**src/rtl/conv_sequencer_if.sv**
```systemverilog
// Memory bus and converter handshake seen by conv_sequencer.
// master = sequencer side, slave = memory/converter side.
interface conv_sequencer_if;
    logic [7:0]  mem_addr;
    logic        mem_rd;
    logic [7:0]  mem_rdata;
    logic        mem_we;
    logic [7:0]  mem_wdata;
    logic        conv_start;
    logic [15:0] conv_operand;
    logic        conv_done;
    logic [15:0] conv_result;

    modport master (
        output mem_addr, mem_rd, mem_we, mem_wdata, conv_start, conv_operand,
        input  mem_rdata, conv_done, conv_result
    );

    modport slave (
        input  mem_addr, mem_rd, mem_we, mem_wdata, conv_start, conv_operand,
        output mem_rdata, conv_done, conv_result
    );
endinterface

```
**src/rtl/conv_sequencer.sv**
```systemverilog
// Streams 16-bit operands from memory through an external converter and writes results back.
// Optional CONV_TIMEOUT_EN: 255-cycle WAIT timeout sets sticky err and substitutes 16'h7E00.
//
// state  | meaning
// IDLE   | after reset, waiting for start
// RD_LO  | read strobe for operand low byte
// RD_HI  | capture low byte, read strobe for high byte
// LAUNCH | capture high byte, one-cycle conv_start
// WAIT   | waiting for conv_done (or timeout)
// WR_LO  | write result low byte
// WR_HI  | write result high byte, next op or finish
// DONE   | batch complete, waiting for start
module conv_sequencer #(
    parameter int         NUM_OPS  = 1,
    parameter logic [7:0] SRC_BASE = 8'd0,
    parameter logic [7:0] DST_BASE = 8'd2
) (
    input  logic clk,
    input  logic reset,
    input  logic start,
    output logic done,
    output logic busy,
    output logic err,
    conv_sequencer_if.master bus
);

    typedef enum logic [2:0] {
        IDLE, RD_LO, RD_HI, LAUNCH, WAIT, WR_LO, WR_HI, DONE
    } state_t;

    localparam logic [6:0] LAST_K = 7'(NUM_OPS - 1);

    state_t      state;
    logic [6:0]  k;
    logic [7:0]  k_off, k_nxt_off;
    logic [7:0]  addr_q, wdata_q, res_hi;
    logic        rd_q, we_q, cstart_q, done_q, busy_q;
    logic [15:0] op_q;
    logic        wait_exit;
    logic [15:0] wait_res;

    assign k_off     = {k, 1'b0};
    assign k_nxt_off = {k + 7'd1, 1'b0};

`ifdef CONV_TIMEOUT_EN
    logic [7:0] tmr;
    logic       err_q;
    assign wait_exit = bus.conv_done || (tmr == 8'd0);
    assign wait_res  = bus.conv_done ? bus.conv_result : 16'h7E00;
    assign err       = err_q;
`else
    assign wait_exit = bus.conv_done;
    assign wait_res  = bus.conv_result;
    assign err       = 1'b0;
`endif

    always_ff @(posedge clk or negedge reset) begin
        if (!reset) begin
            state    <= IDLE;
            k        <= '0;
            addr_q   <= '0;
            wdata_q  <= '0;
            res_hi   <= '0;
            op_q     <= '0;
            rd_q     <= 1'b0;
            we_q     <= 1'b0;
            cstart_q <= 1'b0;
            done_q   <= 1'b0;
            busy_q   <= 1'b0;
`ifdef CONV_TIMEOUT_EN
            tmr      <= '0;
            err_q    <= 1'b0;
`endif
        end else begin
            case (state)
                IDLE, DONE: begin
                    if (start) begin
                        state  <= RD_LO;
                        k      <= '0;
                        addr_q <= SRC_BASE;
                        rd_q   <= 1'b1;
                        busy_q <= 1'b1;
                        done_q <= 1'b0;
`ifdef CONV_TIMEOUT_EN
                        err_q  <= 1'b0;
`endif
                    end
                end
                RD_LO: begin
                    state  <= RD_HI;
                    addr_q <= SRC_BASE + k_off + 8'd1;
                end
                RD_HI: begin
                    state     <= LAUNCH;
                    op_q[7:0] <= bus.mem_rdata;
                    rd_q      <= 1'b0;
                    cstart_q  <= 1'b1;
`ifdef CONV_TIMEOUT_EN
                    // terminal count 0 lands on the 255th WAIT cycle
                    tmr       <= 8'd254;
`endif
                end
                LAUNCH: begin
                    state      <= WAIT;
                    op_q[15:8] <= bus.mem_rdata;
                    cstart_q   <= 1'b0;
                end
                WAIT: begin
                    if (wait_exit) begin
                        state   <= WR_LO;
                        res_hi  <= wait_res[15:8];
                        wdata_q <= wait_res[7:0];
                        addr_q  <= DST_BASE + k_off;
                        we_q    <= 1'b1;
`ifdef CONV_TIMEOUT_EN
                        if (!bus.conv_done) err_q <= 1'b1;
                    end else begin
                        tmr <= tmr - 8'd1;
`endif
                    end
                end
                WR_LO: begin
                    state   <= WR_HI;
                    addr_q  <= DST_BASE + k_off + 8'd1;
                    wdata_q <= res_hi;
                end
                WR_HI: begin
                    we_q <= 1'b0;
                    if (k < LAST_K) begin
                        state  <= RD_LO;
                        k      <= k + 7'd1;
                        addr_q <= SRC_BASE + k_nxt_off;
                        rd_q   <= 1'b1;
                    end else begin
                        state  <= DONE;
                        done_q <= 1'b1;
                        busy_q <= 1'b0;
                    end
                end
                default: state <= IDLE;
            endcase
        end
    end

    // High byte is forwarded from mem_rdata during LAUNCH so the operand is whole
    // in the same cycle as conv_start; afterwards it comes from the register.
    assign bus.conv_operand = (state == LAUNCH) ? {bus.mem_rdata, op_q[7:0]} : op_q;
    assign bus.conv_start   = cstart_q;
    assign bus.mem_addr     = addr_q;
    assign bus.mem_rd       = rd_q;
    assign bus.mem_we       = we_q;
    assign bus.mem_wdata    = wdata_q;
    assign done             = done_q;
    assign busy             = busy_q;

endmodule

```
**src/flat_wrapper.sv**
```systemverilog
// flat-port wrapper written by rule: the top's interface ports become plain ports
module conv_sequencer_flat 
#(
    parameter int         NUM_OPS  = 1,
    parameter logic [7:0] SRC_BASE = 8'd0,
    parameter logic [7:0] DST_BASE = 8'd2
)
  (clk, reset, start, done, busy, err, bus_mem_addr, bus_mem_rd, bus_mem_we, bus_mem_wdata, bus_conv_start, bus_conv_operand, bus_mem_rdata, bus_conv_done, bus_conv_result);
  conv_sequencer_if bus_i ();
  input  logic clk;
  input  logic reset;
  input  logic start;
  output logic done;
  output logic busy;
  output logic err;
  output wire logic [$bits(bus_i.mem_addr)-1:0] bus_mem_addr;
  output wire logic [$bits(bus_i.mem_rd)-1:0] bus_mem_rd;
  output wire logic [$bits(bus_i.mem_we)-1:0] bus_mem_we;
  output wire logic [$bits(bus_i.mem_wdata)-1:0] bus_mem_wdata;
  output wire logic [$bits(bus_i.conv_start)-1:0] bus_conv_start;
  output wire logic [$bits(bus_i.conv_operand)-1:0] bus_conv_operand;
  input wire logic [$bits(bus_i.mem_rdata)-1:0] bus_mem_rdata;
  input wire logic [$bits(bus_i.conv_done)-1:0] bus_conv_done;
  input wire logic [$bits(bus_i.conv_result)-1:0] bus_conv_result;
  assign bus_mem_addr = bus_i.mem_addr;
  assign bus_mem_rd = bus_i.mem_rd;
  assign bus_mem_we = bus_i.mem_we;
  assign bus_mem_wdata = bus_i.mem_wdata;
  assign bus_conv_start = bus_i.conv_start;
  assign bus_conv_operand = bus_i.conv_operand;
  assign bus_i.mem_rdata = bus_mem_rdata;
  assign bus_i.conv_done = bus_conv_done;
  assign bus_i.conv_result = bus_conv_result;
  conv_sequencer #(.NUM_OPS(NUM_OPS), .SRC_BASE(SRC_BASE), .DST_BASE(DST_BASE)) u_core (.clk(clk), .reset(reset), .start(start), .done(done), .busy(busy), .err(err), .bus(bus_i));
endmodule
```
**config.mk**
```make
export PLATFORM = sky130hd
export DESIGN_NAME = conv_sequencer_flat
export DESIGN_NICKNAME = d
export VERILOG_FILES = /design/src/rtl/conv_sequencer_if.sv /design/src/rtl/conv_sequencer.sv /design/src/flat_wrapper.sv
export SDC_FILE = /design/constraint.sdc
export NUM_CORES = 1
export LEC_CHECK = 0
export CAP_MARGIN = 20
export CORE_ASPECT_RATIO = 2
export CORE_UTILIZATION = 25
export DETAILED_ROUTE_END_ITERATION = 7
export GPL_TIMING_DRIVEN = 0
export SETUP_SLACK_MARGIN = 0.3
export SLEW_MARGIN = 5
export SYNTH_ARGS = -nofsm -noshare
export SYNTH_HDL_FRONTEND = slang
export SYNTH_SLANG_ARGS = --single-unit
```
**constraint.sdc**
```tcl
create_clock -name clk -period 2.88 [get_ports clk]
set_input_delay 0.576 -clock clk [delete_from_list [all_inputs] [get_ports clk]]
set_output_delay 0.576 -clock clk [all_outputs]
set_load 0.05 [all_outputs]
```
After elaboration in Yosys (flattened, before gate mapping)
Cells that the tools add are included.
Word-level totals
  register bits: 55
  bits of input ports: 28
  output and inout bits: 38
  word-level logic and storage cells: 69
Operators by class
  add/subtract/negate cells: 4
  magnitude comparators: 1
  equal/unequal tests: 11
  multiplexer cells: 25
  reductions and logical operators: 16
Operators with widths (number)
  case mux 8 bit (5 select lines): 1
  two-way mux 8 bit: 4
  case mux 3 bit (7 select lines): 1
  adder 8 x 1 -> 8 bit (second input constant): 2
  two-way mux 16 bit: 1
  case mux 8 bit (2 select lines): 1
  two-way mux 7 bit: 2
  case mux 7 bit (2 select lines): 1
  == test 3 bit (second input constant): 4
  two-way mux 3 bit: 3
  AND reduction 3 bit: 3
  adder 2 x 8 -> 8 bit (first input constant): 1
  case mux 1 bit (2 select lines): 4
  AND reduction 2 bit: 4
  nonzero test 2 bit: 4
  adder 7 x 1 -> 7 bit (second input constant): 1
  < comparator 7 x 1 -> 1 bit (second input constant): 1
  == test 3 x 2 -> 1 bit (second input constant): 2
  two-way mux 1 bit: 6
  != test 2 bit (second input constant): 3
  nonzero test 5 bit: 1
  AND reduction 4 bit: 1
  == test 3 x 1 -> 1 bit (second input constant): 1
  logical NOT 3 bit: 1
  4 further kinds: 4

Depth between registers and ports, before layout
  depth in word-level cells: 4
  mapped depth: 6
  mapped depth without buffers: 5

Least setup slack after synthesis
No wires, ideal clock.
  path type: reg-to-output
  start point: register u_core.state[0]
  end point: output port bus_conv_operand[10]
  data arrival time: 1.424 ns
  required time: 2.304 ns
  setup slack: 0.880 ns
  stages on the path, launching flop included: 5
  path buffers: 1
  cells stage by stage: dfrtp_1 ha_1 and2b_1 buf_2 mux2_2
On the way
  cells in the longest elaborated chain, start to end: 2
RTL lines
  from (decl): line conv_sequencer.sv:33  | state_t state;
  from (signal assigned): line conv_sequencer.sv:59  | state <= IDLE;
  from (signal assigned): line conv_sequencer.sv:78  | state <= RD_LO;
  from (signal assigned): line conv_sequencer.sv:90  | state <= RD_HI;
  == test 3 x 2 -> 1 bit: line conv_sequencer.sv:147  | assign bus.conv_operand = (state == LAUNCH) ? {bus.mem_rdata, op_q[7:0]} : op_q;
  two-way mux 16 bit: line conv_sequencer.sv:147
  to (decl): line flat_wrapper.sv:21  | output wire logic [$bits(bus_i.conv_operand)-1:0] bus_conv_operand;
Every way passes these cells.

Worst setup path in the final report
  start point: register u_core.state[0]
  end point: output port bus_conv_operand[11]
Same word-level chain as after synthesis.

==> qor.yml <==
via_per_inst: 4.45
finClkSkew_ns: 0.00340
yosys.area.top_type_share: 0.497
coreArea_um2: 8230
synth-compound-area-share: 0.0852
cp-end-kind: "output port"
yosysSeqAreaShare: 0.497
first_pass_iters: 4
overflow: 0
min_period_ns: 2.48
clk_pin_slew_ns: 0.06
holdWs_ns: 0.130
timing.fmax_mhz: 404
syn_inst: 166
path_delay_family: "flip-flops"
cts_max_path_buffers: 2
nets: 273
syn-cell-area_um2: 2120
wl_um: 4680
synth.avg_cell_area_um2: 12.7
cts_tree: "done"
post_cts_buffers: 0
relSlewSlack: 0.650
core.rowCount: 47
finalSetupViolCount: 0
status: "finished, final reports clean"
cp-start-kind: "flip-flop"
drive_gt1_frac: 0.364
fp.dieW_um: 67.1
cts_buffers: 5
worst-setup-path-type: "flip-flop to output port"
num_antenna_cells: 0
clkSinkCount: 42
reg2reg_to: "u_core.bus.mem_wdata[2]$_DFFE_PN0P_"
design_area_um2: 2970
ff2ff_path_depth: 5
placed_area_um2: 2860
timing.rr.start: "u_core.state[0]$_DFFE_PN0P_"
place_hpwl_um: 3490
synthSimpleGateAreaFrac: 0.0520
synth_common_cells: "dfrtp_1, mux2_2, buf_4, inv_1, ha_1"
rsz0062_at_grt: "false"
synth_edf_count: 0
vias: 1501
yosysWarningCount: 0
slew_viol_final: 0
async_flop_share: 1.00
cpPeakStageDelay_ns: 0.42
synthXorXnorAreaFrac: 0
die_h_um: 132
grt_pass1_wl_um: 7530
worstPathCellList: "ha_2 > and2b_1 > buf_4 > mux2_2 > buf_2"
cp.arrival_ns: 1.90
hp-class: "input pin to async pin"
start_util: 0.257
hold_viol_final: 0
yosys.area.top_type: "dfrtp_1"
drc_errors: 0
drv_cap: 0
synth_cell_type_count: 38
finalCritPeriodShare: 0.859
gr-usage-all-layers: 0.115
timing.final.ws_setup_ns: 0.405
cpMaxStageDelayCell: "dfrtp_1"
dp_slack_ns: 0.0652
numPortBuffers: 58
wire_per_inst_um: 13.9
ys_ff_latch: 42
syn2layout_area_growth_pct: 40.4
ys_top_cells_by_area: "dfrtp_1, mux2_2, buf_4"
critPathMaxFanout: 9
synthFlopType: "dfrtp_1"
cp_num_buf_inv: 2
cp.required_ns: 2.30
grt_max_degree: 36
die_area_um2: 8860
antenna_found_initial: 0
timing.setup.tns_ns: 0
globalplace.congestion: 0.748
htreeDepth: 2
worstMarginPinSlew_ns: 0.524
ff2ff_setup_slack_ns: 0.94
drt-initial-drc-count: 34
io_pins: 66
synth_fa_ha_area_frac: 0.0414
grt_pass1_vias: 1568
synthMuxAreaShare: 0.238
insertion_delay_ns: 0.29
synth_top_family_by_area: "multiplexers"
antenna_left: 0
clockRootBuffer: "clkbuf_16"
## timing repair
action / 4_1_cts / 5_1_grt
endpoints found under the setup margin: 8 / 0
gates resized for setup: 42 / 0
hold buffers: 0 / 0
## cell type report
class                      count  area (um2)
clock inverter                 3        23.8
tap                           98         123
multi-input combinational    101         911
fill                         831        5260
inverter                       8        30.0
buffer                        21         151
sequential                    42        1050
timing repair buffer          59         556
clock buffer                   5         125
## worst reg2reg max path, delay by kind of cell (launching register included)
kind / cells / cell delay, ns
multiplexers: 2 / 0.74
flip-flops: 1 / 0.43
adder cells (fa/ha/maj): 1 / 0.29
AND/OR/NAND/NOR: 1 / 0.21
buffers and inverters: 1 / 0.15
## metal layers
| metal | track usage | up-vias | routed length, um |
|---|---|---|---|
| li1 | - | 704 | - |
| met1 | 0.118 | 749 | 1730 |
| met2 | 0.209 | 43 | 2640 |
| met3 | 0.0199 | 5 | 191 |
| met4 | 0.0603 | 0 | 114 |
| met5 | 0 | - | 0 |
## registers in the layout, summed over array words and instances, names as in the netlist
signal / flops
u_core.bus.mem_wdata: 8
u_core.busy: 1
u_core.bus.mem_rd: 1
u_core.res_hi: 8
u_core.bus.mem_addr: 2
u_core.bus.mem_we: 1
u_core.op_q: 16
u_core.done: 1
u_core.bus.conv_start: 1
u_core.state: 3
## logic make-up (layout without fill, tap and decap cells)
| family | Yosys count | count (layout) |
|---|---|---|
| muxes | 45 | 45 |
| DFF | 42 | 42 |
| buffers and inverters | 29 | 96 |
| AOI/OAI and AO/OA | 24 | 24 |
| and+or+nand+nor | 18 | 18 |
| adders and majority gates | 7 | 7 |
| other | 1 | 7 |
## worst max-delay path by stage
stage | start | to | slack (ns) | cells after the start
2_1_floorplan | u_core.state[0]$_DFFE_PN0P_ | bus_conv_operand[10] | 0.88 | 4
4_1_cts | u_core.state[0]$_DFFE_PN0P_ | bus_conv_operand[11] | 0.37 | 5
3_3_place_gp | reset | u_core.op_q[5]$_DFFE_PN0P_ | 0.007 | 1
6_report | u_core.state[0]$_DFFE_PN0P_ | bus_conv_operand[11] | 0.40 | 5
5_1_grt | u_core.state[0]$_DFFE_PN0P_ | bus_conv_operand[11] | 0.30 | 5
3_5_place_dp | u_core.state[0]$_DFFE_PN0P_ | bus_conv_operand[11] | 0.07 | 5
## metrics by stage
stage	cells	util
2_1_floorplan	172	-
3_3_place_gp	328	0.345
3_5_place_dp	329	0.347
4_1_cts	337	0.361
5_1_grt	337	0.361
6_report	337	0.361
## cell usage in the layout (no fill, tap or decap), drive strengths merged, types with 5 or more instances in the layout
cell type       n
clkdlybuf4s50  49
mux2           43
dfrtp          42
buf            31
inv             9
conb            7
ha              7
clkbuf          5
nand2           5
Power is left out: the tool's default activity adds up to more than one toggle a clock period on the data nets, which glitch-free logic cannot reach.
